<file path="config.mk">
export PLATFORM = sky130hd
export DESIGN_NAME = avr_intc
export DESIGN_NICKNAME = d
export VERILOG_FILES = /design/src/rtl/avr_intc_pkg.sv /design/src/rtl/avr_intc_prio.sv /design/src/rtl/avr_intc.sv
export SDC_FILE = /design/constraint.sdc
export NUM_CORES = 1
export LEC_CHECK = 0
export CAP_MARGIN = 25
export CORE_ASPECT_RATIO = 1.4
export CORE_UTILIZATION = 35
export DETAILED_ROUTE_END_ITERATION = 16
export PLACE_DENSITY = 0.61
export SYNTH_ARGS = -nofsm -noshare
export SYNTH_HDL_FRONTEND = slang
export SYNTH_SLANG_ARGS = --single-unit
</file>
<file path="constraint.sdc">
create_clock -name clock -period 1.9 [get_ports clock]
set_clock_uncertainty 0.2 [all_clocks]
set_input_delay 0.38 -clock clock [delete_from_list [all_inputs] [get_ports clock]]
set_output_delay 0.38 -clock clock [all_outputs]
set_load 0.1 [all_outputs]
</file>
<file path="src/rtl/avr_intc_pkg.sv">
// Shared constants for the avr_intc interrupt controller: register selects,
// FSM state encoding and the STAT register layout.
package avr_intc_pkg;

  localparam logic [1:0] REG_MASK = 2'd0;
  localparam logic [1:0] REG_PEND = 2'd1;
  localparam logic [1:0] REG_MODE = 2'd2;
  localparam logic [1:0] REG_STAT = 2'd3;

  localparam int STAT_ACTIVE = 7;

  typedef enum logic [1:0] {
    IDLE = 2'd0,
    REQ  = 2'd1,
    HOLD = 2'd2
  } state_t;

endpackage

</file>
<file path="src/rtl/avr_intc_prio.sv">
// Combinational lowest-index-wins priority encoder for the interrupt sources.
module avr_intc_prio #(
  parameter int NSRC = 8,
  parameter int VW   = 3
) (
  input  logic [NSRC-1:0] req,
  output logic [VW-1:0]   vect,
  output logic            any
);

  // Scan from the top down so the lowest set index is the last assignment.
  always_comb begin
    vect = '0;
    for (int i = NSRC - 1; i >= 0; i--) begin
      if (req[i]) vect = VW'(i);
    end
  end

  assign any = |req;

endmodule

</file>
<file path="src/rtl/avr_intc.sv">
// Maskable edge/level interrupt controller in front of the AVR core.
// Define AVR_INTC_SYNC_EN to put a 2-flop synchroniser on every irq_i bit.
module avr_intc
  import avr_intc_pkg::*;
#(
  parameter int NSRC = 8,
  parameter int VW   = (NSRC > 1) ? $clog2(NSRC) : 1
) (
  input  logic            clock,
  input  logic            reset_n,
  input  logic [NSRC-1:0] irq_i,
  input  logic [1:0]      reg_sel,
  input  logic            reg_we,
  input  logic [7:0]      data_i,
  output logic [7:0]      data_o,
  output logic            intr,
  output logic [VW-1:0]   vect,
  input  logic            iack
);

  logic [NSRC-1:0] irq_s;
  logic [NSRC-1:0] irq_prev_reg;
  logic [NSRC-1:0] mask_reg;
  logic [NSRC-1:0] mode_reg;
  logic [NSRC-1:0] pend_reg;
  logic [NSRC-1:0] pend_next;
  logic [NSRC-1:0] active;
  logic [NSRC-1:0] w1c;
  logic [NSRC-1:0] ack_clr;
  logic [NSRC-1:0] vect_onehot;
  logic            vect_live;
  logic [VW-1:0]   win_vect;
  logic            win_any;
  logic            ack_take;
  state_t          state_reg;
  state_t          state_next;
  logic            intr_reg;
  logic            intr_next;
  logic [VW-1:0]   vect_reg;
  logic [VW-1:0]   vect_next;

`ifdef AVR_INTC_SYNC_EN
  logic [NSRC-1:0] sync1_reg;
  logic [NSRC-1:0] sync2_reg;

  always_ff @(posedge clock or negedge reset_n) begin
    if (!reset_n) begin
      sync1_reg <= '0;
      sync2_reg <= '0;
    end else begin
      sync1_reg <= irq_i;
      sync2_reg <= sync1_reg;
    end
  end

  assign irq_s = sync2_reg;
`else
  assign irq_s = irq_i;
`endif

  assign active      = pend_reg & mask_reg;
  assign w1c         = (reg_we && reg_sel == REG_PEND) ? data_i[NSRC-1:0] : '0;
  assign vect_onehot = NSRC'(1) << vect_reg;
  assign vect_live   = |(active & vect_onehot);
  assign ack_clr     = ack_take ? vect_onehot : '0;

  // Edge sources: a fresh rising edge beats any clear in the same cycle.
  // Level sources simply follow the line and ignore clears.
  genvar gi;
  generate
    for (gi = 0; gi < NSRC; gi++) begin : g_pend
      assign pend_next[gi] = mode_reg[gi]
          ? ((irq_s[gi] & ~irq_prev_reg[gi]) | (pend_reg[gi] & ~(w1c[gi] | ack_clr[gi])))
          : irq_s[gi];
    end
  endgenerate

  avr_intc_prio #(.NSRC(NSRC), .VW(VW)) u_prio (
    .req  (active),
    .vect (win_vect),
    .any  (win_any)
  );

  always_comb begin
    state_next = state_reg;
    intr_next  = intr_reg;
    vect_next  = vect_reg;
    ack_take   = 1'b0;
    case (state_reg)
      IDLE: begin
        if (win_any) begin
          state_next = REQ;
          intr_next  = 1'b1;
          vect_next  = win_vect;
        end
      end
      REQ: begin
        // vect stays frozen here; a higher-priority arrival waits its turn.
        if (iack) begin
          ack_take   = 1'b1;
          intr_next  = 1'b0;
          state_next = HOLD;
        end else if (!vect_live) begin
          intr_next  = 1'b0;
          state_next = IDLE;
        end
      end
      HOLD: state_next = IDLE;
      default: begin
        state_next = IDLE;
        intr_next  = 1'b0;
      end
    endcase
  end

  always_ff @(posedge clock or negedge reset_n) begin
    if (!reset_n) begin
      state_reg    <= IDLE;
      intr_reg     <= 1'b0;
      vect_reg     <= '0;
      irq_prev_reg <= '0;
      mask_reg     <= '0;
      mode_reg     <= '0;
      pend_reg     <= '0;
    end else begin
      state_reg    <= state_next;
      intr_reg     <= intr_next;
      vect_reg     <= vect_next;
      irq_prev_reg <= irq_s;
      pend_reg     <= pend_next;
      if (reg_we && reg_sel == REG_MASK) mask_reg <= data_i[NSRC-1:0];
      if (reg_we && reg_sel == REG_MODE) mode_reg <= data_i[NSRC-1:0];
    end
  end

  always_comb begin
    data_o = 8'h00;
    case (reg_sel)
      REG_MASK: data_o[NSRC-1:0] = mask_reg;
      REG_PEND: data_o[NSRC-1:0] = pend_reg;
      REG_MODE: data_o[NSRC-1:0] = mode_reg;
      default: begin
        data_o[STAT_ACTIVE] = intr_reg;
        data_o[VW-1:0]      = vect_reg;
      end
    endcase
  end

  assign intr = intr_reg;
  assign vect = vect_reg;

endmodule

</file>
### Yosys cells after proc, flatten, opt, wreduce, memory -nomap -nowiden

Index checks and enable logic that the tools add are counted.

| operators by class | value |
|---|---|
| reductions and logical operators | 10 |
| equality and inequality tests | 6 |
| shift operators | 1 |
| multiplexer cells | 31 |
| bitwise gates (word level) | 51 |

Operators by type and width:

| cell | count |
|---|---|
| 3-bit 2-to-1 mux | 8 |
| 1-bit inverter | 17 |
| 1-bit AND | 16 |
| 8-bit AND | 2 |
| 8-bit 2-to-1 mux | 2 |
| 1-bit OR | 16 |
| 8-bit OR reduction | 2 |
| 1-bit 2-to-1 mux | 13 |
| 4-bit one-hot mux with 3 select lines | 1 |
| 3-bit one-hot mux with 3 select lines | 1 |
| 1-bit by 3-bit left shift with 8-bit output (first input constant) | 1 |
| 2-bit 2-to-1 mux | 3 |
| 1-bit one-hot mux with 3 select lines | 2 |
| 2-bit by 1-bit equality test with 1-bit output (second input constant) | 2 |
| 2-bit equality test (second input constant) | 2 |
| 2-bit zero test | 2 |
| 2-bit one-hot mux with 2 select lines | 1 |
| 2-bit AND reduction | 2 |
| 1-bit logical AND | 3 |
| 3-bit != test (second input constant) | 1 |
| 3-bit AND reduction | 1 |
| 2-bit by 1-bit != test with 1-bit output (second input constant) | 1 |

| word-level totals | value |
|---|---|
| flip-flop bits (word level) | 38 |
| word-level logic and storage cells | 106 |
| output and inout bits | 12 |

### Longest topological paths before layout

Gate-level depths: netlist (run 1).

| logic depth | value |
|---|---|
| word-level depth | 9 |
| mapped depth | 4 |
| depth with buffers taken out | 4 |

### By module

A second synthesis (run 1) with hierarchy kept.

| second synthesis, totals | value |
|---|---|
| cell total of the unflattened synthesis | 159 |
| area total of the unflattened synthesis | 1895.6 µm² |

By module, submodules not included:

| module | sequential area each (µm²) | times used | cells each | area each (µm²) |
|---|---|---|---|---|
| avr_intc | 950.9 | 1 | 146 | 1814.2 |
| avr_intc_prio | 0.0 | 1 | 13 | 81.3 |

### Worst setup path before layout (run 1)

OpenSTA, ideal clock, no wires.

| timing | value |
|---|---|
| path kind | input port to output port |
| from | in reg_sel[0] |
| to | out data_o[3] |
| arrival time | 2.815 ns |
| path slack | -1.495 ns |
| cell stages on the path | 3 |
| path through | buf_2 -> mux2i_1 -> o21ai_0 |

| on the way | value |
|---|---|
| word-level cells in the longest chain between the ends | 2 |
| elaborated cells between the ends (all ways) | 4 |
| those cells by class | eq/ne (2); mux (1); reduce/logical (1) |

Ends and longest elaborated chain:

| element | line | text |
|---|---|---|
| start, declared | avr_intc.sv:12 | `input logic [1:0] reg_sel,` |
| 2-bit equality test, or another cell as far along | avr_intc.sv:138 | `case (reg_sel)` |
| 4-bit one-hot mux with 3 select lines * | avr_intc.sv:138 |  |
| end, declared | avr_intc.sv:15 | `output logic [7:0] data_o,` |

Mark *: on every way between the ends. The rest lies on a longest branch, timed or not.

### Worst setup path after layout (run 1)

| timing | value |
|---|---|
| from | reg vect_reg[2], in the netlist vect[2] |
| to | out data_o[2] |

| on the way | value |
|---|---|
| word-level cells in the longest chain between the ends | 1 |

Ends and longest elaborated chain:

| element | line | text |
|---|---|---|
| start, declared | avr_intc.sv:39 | `logic [VW-1:0] vect_reg;` |
| start signal, assigned | avr_intc.sv:128 | `vect_reg <= vect_next;` |
| 3-bit one-hot mux with 3 select lines | avr_intc.sv:138 |  |

No other way between the ends.

==> results of run 1 <==
-- power by group --
group / total, mW / internal [mW] / switching (mW)
logic: 2.03 / 0.873 / 1.15
registers: 1.16 / 1.00 / 0.155
clock network: 0.548 / 0.280 / 0.268
total: 3.73 / 2.15 / 1.58
-- cells in the mapped netlist, types with 3 or more instances --
cell,instances,area (um2)
nor2_1,5,18.8
o21ai_0,7,35.0
nand2_1,33,124
nor2b_1,3,18.8
mux4_1,3,78.8
a221oi_1,6,52.6
a22o_1,6,52.6
a21o_1,7,52.6
a21oi_1,5,25.0
nand3_1,4,20.0
mux2_2,17,191
dfrtp_1,38,951
mux2i_1,4,40.0
mux4_2,3,67.6
-- worst max-delay path: stages, from the launching register on --
cell     delay (ns)
dfrtp_4        0.48
mux4_2         0.52
buf_12         0.19
-- worst paths after layout --
kind	cells past startpoint	slack [ns]	startpoint	end
setup / recovery	2	-0.17	vect[2]	data_o[2]
hold / removal	1	0.33	state_reg[0]	intr
setup reg to reg	5	-0.08	vect[2]	intr
hold reg to reg	1	0.33	state_reg[0]	intr
max in group asynchronous	3	0.59	reset_n	vect[1]
min in group asynchronous	2	0.40	reset_n	mode_reg[7]
-- area by class of cell --
cell class | count | area share, %
clock buffers | 6 | 3.01
inverters | 2 | 0.365
multi-input cells | 114 | 34.4
flip-flops and latches | 38 | 35.2
well taps | 64 | 2.92
repair buffers | 57 | 24.1
-- what timing repair did --
| action | CTS | global route |
|---|---|---|
| hold buffers | 1 | 0 |
| pin swaps | 1 | 1 |
| endpoints found under the setup margin | 9 | 11 |
| gates resized for setup | 15 | 7 |
| hold endpoints to repair | 18 | 0 |
| setup buffers | 3 | 0 |
-- cell families (layout without fill, tap and decap cells) --
group	count (synthesis)	after routing	synth area share, %
simple gates	50	50	12.2
buf+inv	5	65	1.08
mux	27	27	20.4
compound gates	37	37	14.8
flops	38	38	51.5
-- routing by layer --
metal  track usage, %  up-vias
met5                0        -
met2             33.8       43
met4             8.88        0
li1                 -      703
met3             4.43       10
met1             22.1      774
-- stage by stage --
stage	util [%]	setup TNS, ns	hold WS [ns]	worst slack, ns
2_1_floorplan	-	-0.637	-0.116	-0.226
3_3_place_gp	52.5	-9.54	0.179	-0.443
3_5_place_dp	52.5	-9.86	0.193	-0.475
4_1_cts	55.3	-0.760	0.337	-0.174
5_1_grt	55.4	-0.953	0.353	-0.196
6_report	55.4	-0.723	0.333	-0.165
==> reports/results.md, run 1 <==
| Metric | Reported |
|:---|:---|
| Layout filler cell count | 453 |
| Distinct cell type count of the synthesized netlist | 30 |
| Outcome | complete, but fails checks |
| Reported leakage power | 1.19 nW |
| Classification of the worst-slack hold path | reg2reg |
| Number of flops mapped to enable cells by yosys | 0 |
| Main synth FF type | dfrtp_1 |
| Horizontal extent of the die | 63.4 um |
| Placement Rows | 30 |
| Worst relative slew slack | 63.9% |
| Post-placement cell area | 2600 um2 |
| Global-route wire length before repair | 8.02 mm |
| Per-cell routed wire length | 17.3 um |
| Met1 wire length | 1.94 mm |
| Fraction of final layout cells sized beyond drive strength 1 | 37.8% |
| Inserted Clock Buffers | 5 |
| Sequential-to-total area share from yosys stat | 51.5% |
| Cell at the root of the clock tree | clkbuf_8 |
| Input/output buffers | 33 |
| Mean instance size in the synthesized netlist | 11.8 um2 |
| Final total power | 3.73 mW |
| Total power per unit cell area | 1360 nW/um2 |
| Starting density of the core | 37.3% |
| Clock-pin slew of the registers on the worst-case setup and hold paths | 0.07 ns |
| Floorplan die height | 88.0 um |
| Initial antenna violation count | 0 |
| Average vias per placed instance | 5.44 |
| Post-route DRC violation count | 0 |
| Antenna viol nets, final | 0 |
| Yosys warning total | 0 |
| Estimated wirelength of the detail-placed design | 3.54 mm |
| Summed area of non-filler cells in the final layout | 2740 um2 |
| Length of the first detailed-routing pass in iterations | 4 |
| GRT Residual Overflow | 0 |
| Placed instance count | 272 |
| Worst Setup Slack, final | -0.165 ns |
| Final number of hold-violating endpoints | 0 |
| Vias in the first global route | 1648 |
| Deepest clock path buffer count | 2 |
| Startpoint type of the worst setup path | flop |
| Synthesis-to-finish area growth | 48.5% |
| Highest Clock Rate | 484 MHz |
| Met3 routed WL | 233 um |
| Gate count of the mapped netlist | 157 |
| Final net count | 240 |
| Number of H-tree levels | 2 |
| Top Ports | 34 |
| Critical setup path kind | reg2out |
| Violations in the final reports | setup timing |
| Critical Path RT | 1.32 ns |
| Least-Margin Pin Slew | 0.542 ns |
| Final setup violation count | 6 |
| Number of vias after detailed routing | 1530 |
| Clock tree from TritonCTS | built |
| Count of final max-slew check failures | 0 |
| Clock sink count | 38 |
| Initial drt markers | 49 |
| Die Area | 5580 um2 |
| Setup repair after global routing missed its margin | yes |
| Topmost layer with routed signal wires | met4 |
| Worst-case vdd ir drop | 0.000716 V |
| Placeable Area | 4950 um2 |
| Kind of end point of the critical path | primary output |
| Final wirelength | 4.86 mm |
| Ys async rst share | 100% |
| Synthesis-stage register bit count | 38 |
| Leading cell type in the layout, fill and taps excluded | dfrtp_1 |
| Final period utilization | 109% |
| Pin count of the biggest net entering global routing | 21 |
| Final standard cell count with taps included and fillers excluded | 281 |
| Arr. time, crit path | 1.49 ns |
| GR Util All Layers | 19.2% |
| Worst-skew pair later-pin latency | 0.29 ns |
| Commonest cells after routing, fill and taps aside | dfrtp_1 (34), nand2_1 (33), buf_4 (20) |
| Total area of multi-input combinational cells | 943 um2 |
| Net count after synthesis | 179 |
| Register area | 966 um2 |
| Cell area after technology mapping | 1850 um2 |
| Min cycle time layout | 2.07 ns |
| Maximum fanout along the worst path | 2 |
| Max-capacitance violation count | 0 |
| Met2 routed wirelength | 2.59 mm |
| Number of diodes added for antenna fixing | 0 |
| Routability cong. | 0.938 |
Power figures use the tool's default switching activity.
==> run 2: changes to the inputs <==
==> constraint.sdc (replaced) <==
create_clock -name clock -period 1.9 [get_ports clock]
set_clock_uncertainty 0.2 [all_clocks]
set_input_delay 0.38 -clock clock [delete_from_list [all_inputs] [get_ports clock]]
set_output_delay 0.38 -clock clock [all_outputs]
set_load 0.02 [all_outputs]
==> run 2 against run 1 <==
Compared with the run above:
- the flow still finishes with violations (setup timing)
- clock power is 16% higher
- combinational power is 33% lower
- first-iteration DRC count is 57% higher
- global-route usage is 0.90 points lower
- sequential power is 5% lower
- utilization is 1.1 points lower
- final area is 2.0% lower
- non-clock buffer count is 16 higher
- routed wire length is 2.6% lower
- sequential cell count stayed put
- critical path depth stayed put
- clock-buffer cell count is 2 higher
- highest routed layer unchanged
==> reports/results.md, run 2 (synthesized netlist as in run 1, its figures left out) <==
| Metric | Reported |
|:---|:---|
| Routability cong. | 0.885 |
| Violations in the final reports | setup timing |
| Die Area | 5580 um2 |
| Max-capacitance violation count | 0 |
| Proportion of power drawn by flip-flops and latches | 35.5% |
| Post-route DRC violation count | 0 |
| Power dissipated by switching net loads | 1.03 mW |
| Total area of multi-input combinational cells | 877 um2 |
| Horizontal extent of the die | 63.4 um |
| Core utilization of the finished layout | 54.3% |
| Summed area of non-filler cells in the final layout | 2690 um2 |
| Post-placement cell area | 2510 um2 |
| Final standard cell count with taps included and fillers excluded | 299 |
| Reported leakage power | 1.25 nW |
| Count of final max-slew check failures | 0 |
| Layout filler cell count | 460 |
| Setup repair after global routing missed its margin | yes |
| Critical Path RT | 1.32 ns |
| CP top delay family | multiplexers |
| Kind of end point of the critical path | primary output |
| Commonest cells after routing, fill and taps aside | dfrtp_1 (38), buf_4 (34), nand2_1 (33) |
| Top Ports | 34 |
| Global-route wire length before repair | 7.68 mm |
| Starting density of the core | 37.3% |
| Per-cell routed wire length | 15.8 um |
| Critical setup path kind | reg2out |
| Cell at the root of the clock tree | clkbuf_8 |
| Least-Margin Pin Slew | 0.496 ns |
| Final total power | 3.10 mW |
| Estimated wirelength of the detail-placed design | 3.45 mm |
| Final period utilization | 101% |
| Vias in the first global route | 1576 |
| Initial antenna violation count | 0 |
| Input/output buffers | 33 |
| Average vias per placed instance | 5.08 |
| Placed instance count | 284 |
| Number of diodes added for antenna fixing | 0 |
| Clock sink count | 38 |
| Number of H-tree levels | 2 |
| Clock-pin slew of the registers on the worst-case setup and hold paths | 0.07 ns |
| Final setup violation count | 2 |
| Antenna viol nets, final | 0 |
| Floorplan die height | 88.0 um |
| Clock power frac | 20.5% |
| Number of vias after detailed routing | 1519 |
| Sum of negative setup slack | -0.0430 ns |
| Worst-skew pair later-pin latency | 0.28 ns |
| Total power per unit cell area | 1150 nW/um2 |
| Placeable Area | 4950 um2 |
| Maximum fanout along the worst path | 2 |
| Share of power burned in combinational logic | 44.0% |
| GRT Residual Overflow | 0 |
| Clock tree from TritonCTS | built |
| Pin count of the biggest net entering global routing | 39 |
| Worst relative slew slack | 66.9% |
| Synthesis-to-finish area growth | 45.6% |
| Classification of the worst-slack hold path | reg2reg |
| GR Util All Layers | 18.3% |
| Startpoint type of the worst setup path | flop |
| Final wirelength | 4.74 mm |
| Deepest clock path buffer count | 2 |
| Arr. time, crit path | 1.34 ns |
| Placement Rows | 30 |
| Register area | 951 um2 |
| Worst Setup Slack, final | -0.0238 ns |
| Final net count | 256 |
| Highest Clock Rate | 520 MHz |
| Initial drt markers | 77 |
| Largest stage delay, worst path | 0.49 ns |
| Leading cell type in the layout, fill and taps excluded | dfrtp_1 |
| Sw Share | 33.2% |
| Min cycle time layout | 1.92 ns |
| Fraction of final layout cells sized beyond drive strength 1 | 36.2% |
| Worst-case vdd ir drop | 0.000514 V |
| Critical-path cell list | mux4_2 -> buf_6 |
| Crit-path slowest cell | mux4_2 |
| Length of the first detailed-routing pass in iterations | 4 |
| Outcome | complete, but fails checks |
| Bufs and invs on worst path | 1 |
| Final number of hold-violating endpoints | 0 |
| Internal Pwr Total | 2.07 mW |
| Inserted Clock Buffers | 5 |
[run 2: cell count changes in the layout (fill, tap and decap cells not counted), moves of 2 or more]
cell           before  now
mux2i_4             2    0
buf_4              20   34
buf_12             15    2
clkbuf_2            2    0
buf_6               1    6
clkbuf_8            6    8
o21ai_0             2    5
dfrtp_4             4    0
o21ai_4             4    0
buf_2               0    6
mux2i_1             1    4
dlygate4sd2_1       0    5
dfrtp_1            34   38
[run 2: area by class of cell]
type | instances | area share, %
inverters | 2 | 0.465
flip-flops and latches | 38 | 35.3
repair buffers | 73 | 24.5
well taps | 64 | 2.98
multi-input cells | 114 | 32.6
clock buffers | 8 | 4.09
[run 2: power by group through the flow]
stage | sequential [mW] | combinational [mW] | clock [mW]
after CTS | 1.10 | 1.25 | 0.654
after global placement | 1.10 | 1.24 | 0
after detailed placement | 1.12 | 1.26 | 0
after global routing | 1.12 | 1.47 | 0.684
after floorplan | 1.17 | 0.592 | 0
final | 1.10 | 1.36 | 0.635
[run 2: repair_timing]
| item | CTS | global route |
|---|---|---|
| endpoints found under the hold margin | 38 | 0 |
| pin swaps | 1 | 1 |
| cloned | 1 | 0 |
| gates resized for setup | 52 | 12 |
| endpoints found under the setup margin | 14 | 9 |
| hold buffers | 1 | 0 |
| buffers inserted | 1 | 4 |
[run 2: through the flow]
| step | hold slack, ns | setup WS, ns |
|---|---|---|
| floorplan | -0.116 | 0.00747 |
| global placement | 0.247 | -0.809 |
| detailed placement | 0.260 | -0.810 |
| CTS | 0.326 | -0.101 |
| global route | 0.354 | -0.0650 |
| finish | 0.330 | -0.0238 |
[run 2: final timing paths]
kind	from	to	slack, ns	depth (start not counted)
worst max-delay path	vect[2]	data_o[2]	-0.02	2
worst min-delay path	state_reg[0]	intr	0.33	1
worst max register to register	vect[2]	intr	-0.02	5
worst min register to register	state_reg[0]	intr	0.33	1
max in group asynchronous	reset_n	mode_reg[1]	0.68	3
min in group asynchronous	reset_n	mode_reg[7]	0.47	3
[run 2: routing by layer]
layer | vias to the layer above | track usage, % | wire, um
met5 | - | 0 | 0
met4 | 0 | 6.82 | 64
met3 | 4 | 2.60 | 180
met2 | 40 | 33.8 | 2600
met1 | 740 | 21.3 | 1900
li1 | 735 | - | -
==> run 3: changes to the inputs <==
==> constraint.sdc (replaced) <==
create_clock -name clock -period 1.6 [get_ports clock]
set_clock_uncertainty 0.2 [all_clocks]
set_input_delay 0.32 -clock clock [delete_from_list [all_inputs] [get_ports clock]]
set_output_delay 0.32 -clock clock [all_outputs]
set_load 0.02 [all_outputs]
==> run 3 against run 2 <==
Compared with the run above:
- the flow still finishes with violations (setup timing)
- clock power increased by 9.0%
- highest routed layer unchanged
- combinational power increased by 52%
- sequential power increased by 18%
- routed wire length increased by 11%
==> reports/results.md, run 3 (synthesized netlist as in run 1, its figures left out) <==
| Metric | Reported |
|:---|:---|
| Outcome | complete, but fails checks |
| Violations in the final reports | setup timing |
| Clock sink count | 38 |
| Clock-pin slew of the registers on the worst-case setup and hold paths | 0.08 ns |
| Final period utilization | 118% |
| Count of final max-slew check failures | 0 |
| Terminating pin of the worst hold path | state_reg[0] |
| Sum of negative setup slack | -2.00 ns |
| Average vias per placed instance | 5.24 |
| Met1 wire length | 2.02 mm |
| Crit-path slowest cell | mux4_2 |
| Die Area | 5580 um2 |
| Startpoint type of the worst setup path | flop |
| Synthesis-to-finish area growth | 59.7% |
| GR Util All Layers | 20.9% |
| Total power per unit cell area | 1380 nW/um2 |
| Vias in the first global route | 1825 |
| Power dissipated by switching net loads | 1.43 mW |
| Estimated wirelength of the detail-placed design | 3.85 mm |
| Clock power frac | 17.0% |
| Met2 routed wirelength | 2.89 mm |
| Total area of multi-input combinational cells | 987 um2 |
| Placed instance count | 301 |
| CP top delay family | multiplexers |
| Endpoint of the worst register-to-register path | intr |
| Min cycle time layout | 1.89 ns |
| Final standard cell count with taps included and fillers excluded | 318 |
| Worst-skew pair later-pin latency | 0.30 ns |
| Placement Rows | 30 |
| Placeable Area | 4950 um2 |
| Summed area of non-filler cells in the final layout | 2950 um2 |
| Post-placement cell area | 2650 um2 |
| Length of the first detailed-routing pass in iterations | 4 |
| Floorplan die height | 88.0 um |
| Share of power burned in combinational logic | 50.9% |
| Critical Path RT | 1.61 ns |
| Pin count of the biggest net entering global routing | 18 |
| Setup repair after global routing missed its margin | yes |
| Met3 routed WL | 243 um |
| Reported leakage power | 1.37 nW |
| Number of H-tree levels | 2 |
| Cell at the root of the clock tree | clkbuf_8 |
| Proportion of power drawn by flip-flops and latches | 32.1% |
| Inserted Clock Buffers | 5 |
| Initial antenna violation count | 0 |
| Least-Margin Pin Slew | 0.393 ns |
| Worst hold slack after final layout | 0.260 ns |
| Critical setup path kind | reg2reg |
| Layout filler cell count | 433 |
| Fraction of final layout cells sized beyond drive strength 1 | 51.6% |
| Input/output buffers | 33 |
| Largest stage delay, worst path | 0.49 ns |
| WHS Path Cells | 4 |
| GRT Residual Overflow | 0 |
| Global-route wire length before repair | 8.70 mm |
| Final wirelength | 5.27 mm |
| Top Ports | 34 |
| Worst r2r path cells | 5 |
| Highest Clock Rate | 528 MHz |
| Final total power | 4.07 mW |
| Routability cong. | 0.904 |
| Final number of hold-violating endpoints | 0 |
| Kind of end point of the critical path | flop |
| Classification of the worst-slack hold path | in2reg |
| Number of vias after detailed routing | 1665 |
| Critical-path cell list | buf_6 -> inv_6 -> mux4_2 -> mux2_4 -> a221oi_2 |
| Topmost layer with routed signal wires | met4 |
| Hold_sp | iack |
| Maximum fanout along the worst path | 3 |
| Number of diodes added for antenna fixing | 0 |
| Bufs and invs on worst path | 2 |
| Post-route DRC violation count | 0 |
| FF-to-FF Start | vect[2] |
| Deepest clock path buffer count | 2 |
| Leading cell type in the layout, fill and taps excluded | buf_4 |
| Worst-case vdd ir drop | 0.000707 V |
| Final setup violation count | 15 |
| Clock tree from TritonCTS | built |
| Register area | 953 um2 |
| Final net count | 275 |
| Worst Setup Slack, final | -0.293 ns |
| Worst relative slew slack | 73.8% |
| Arr. time, crit path | 1.91 ns |
| Sw Share | 35.1% |
| Per-cell routed wire length | 16.6 um |
| Max-capacitance violation count | 0 |
| Internal reg-to-reg setup slack | -0.29 ns |
| Internal Pwr Total | 2.64 mW |
| Commonest cells after routing, fill and taps aside | buf_4 (45), dfrtp_1 (36), nand2_1 (30) |
| Horizontal extent of the die | 63.4 um |
| Initial drt markers | 50 |
| Antenna viol nets, final | 0 |
| Starting density of the core | 37.3% |
## run 3: cell types whose count changed in the layout (fill, tap and decap cells not counted), sizes merged
cell and delta:
bufbuf -1, clkinv +1, clkdlybuf4s50 -2, buf +24, dlygate4sd2 -3
## run 3: worst max-delay path by stage
stage / start / end / cells past startpoint
final: vect[2] / intr / 5
after global routing: vect[2] / intr / 5
after CTS: vect[2] / intr / 5
after detailed placement: reg_sel[0] / data_o[2] / 4
after global placement: reg_sel[0] / data_o[2] / 4
after floorplan: vect[2] / intr / 4
## run 3: power by group through the flow
stage | logic (mW) | registers, mW | clock network [mW]
6_report | 2.07 | 1.30 | 0.692
5_1_grt | 2.22 | 1.33 | 0.726
4_1_cts | 1.92 | 1.30 | 0.701
3_5_place_dp | 1.73 | 1.31 | 0
3_3_place_gp | 1.70 | 1.30 | 0
2_1_floorplan | 0.770 | 1.40 | 0
## run 3: through the flow
stage | util [%] | setup slack, ns
floorplan | - | -0.216
global route | 59.6 | -0.352
detailed placement | 53.5 | -0.997
CTS | 58.3 | -0.296
finish | 59.6 | -0.293
global placement | 53.5 | -1.00
## run 3: timing repair
action,CTS,global route
gates cloned,0,0
pin swaps,9,10
hold buffers,1,0
gates resized for setup,92,27
setup buffers,8,2
hold endpoints to repair,15,0
setup endpoints to repair,39,25
## run 3: worst register-to-register path, delay by kind of cell (launching register included)
kind                   cells  cell delay, ns
multiplexers               2            0.79
flip-flops                 1            0.43
AO/OA/AOI/OAI              1            0.20
buffers and inverters      2            0.19
## run 3: final cells by class
class | instances | share of cell area [%]
clock buffer | 7 | 2.92
clock inverter | 1 | 0.170
inverter | 2 | 0.424
multi-input combinational | 114 | 33.4
sequential | 38 | 32.3
tap | 64 | 2.71
timing repair buffer | 92 | 28.0
## run 3: routing by layer
layer | GRT usage [%] | vias up
met4 | 8.47 | 0
met3 | 3.65 | 12
met5 | 0 | -
met2 | 39.6 | 51
met1 | 22.7 | 829
li1 | - | 773
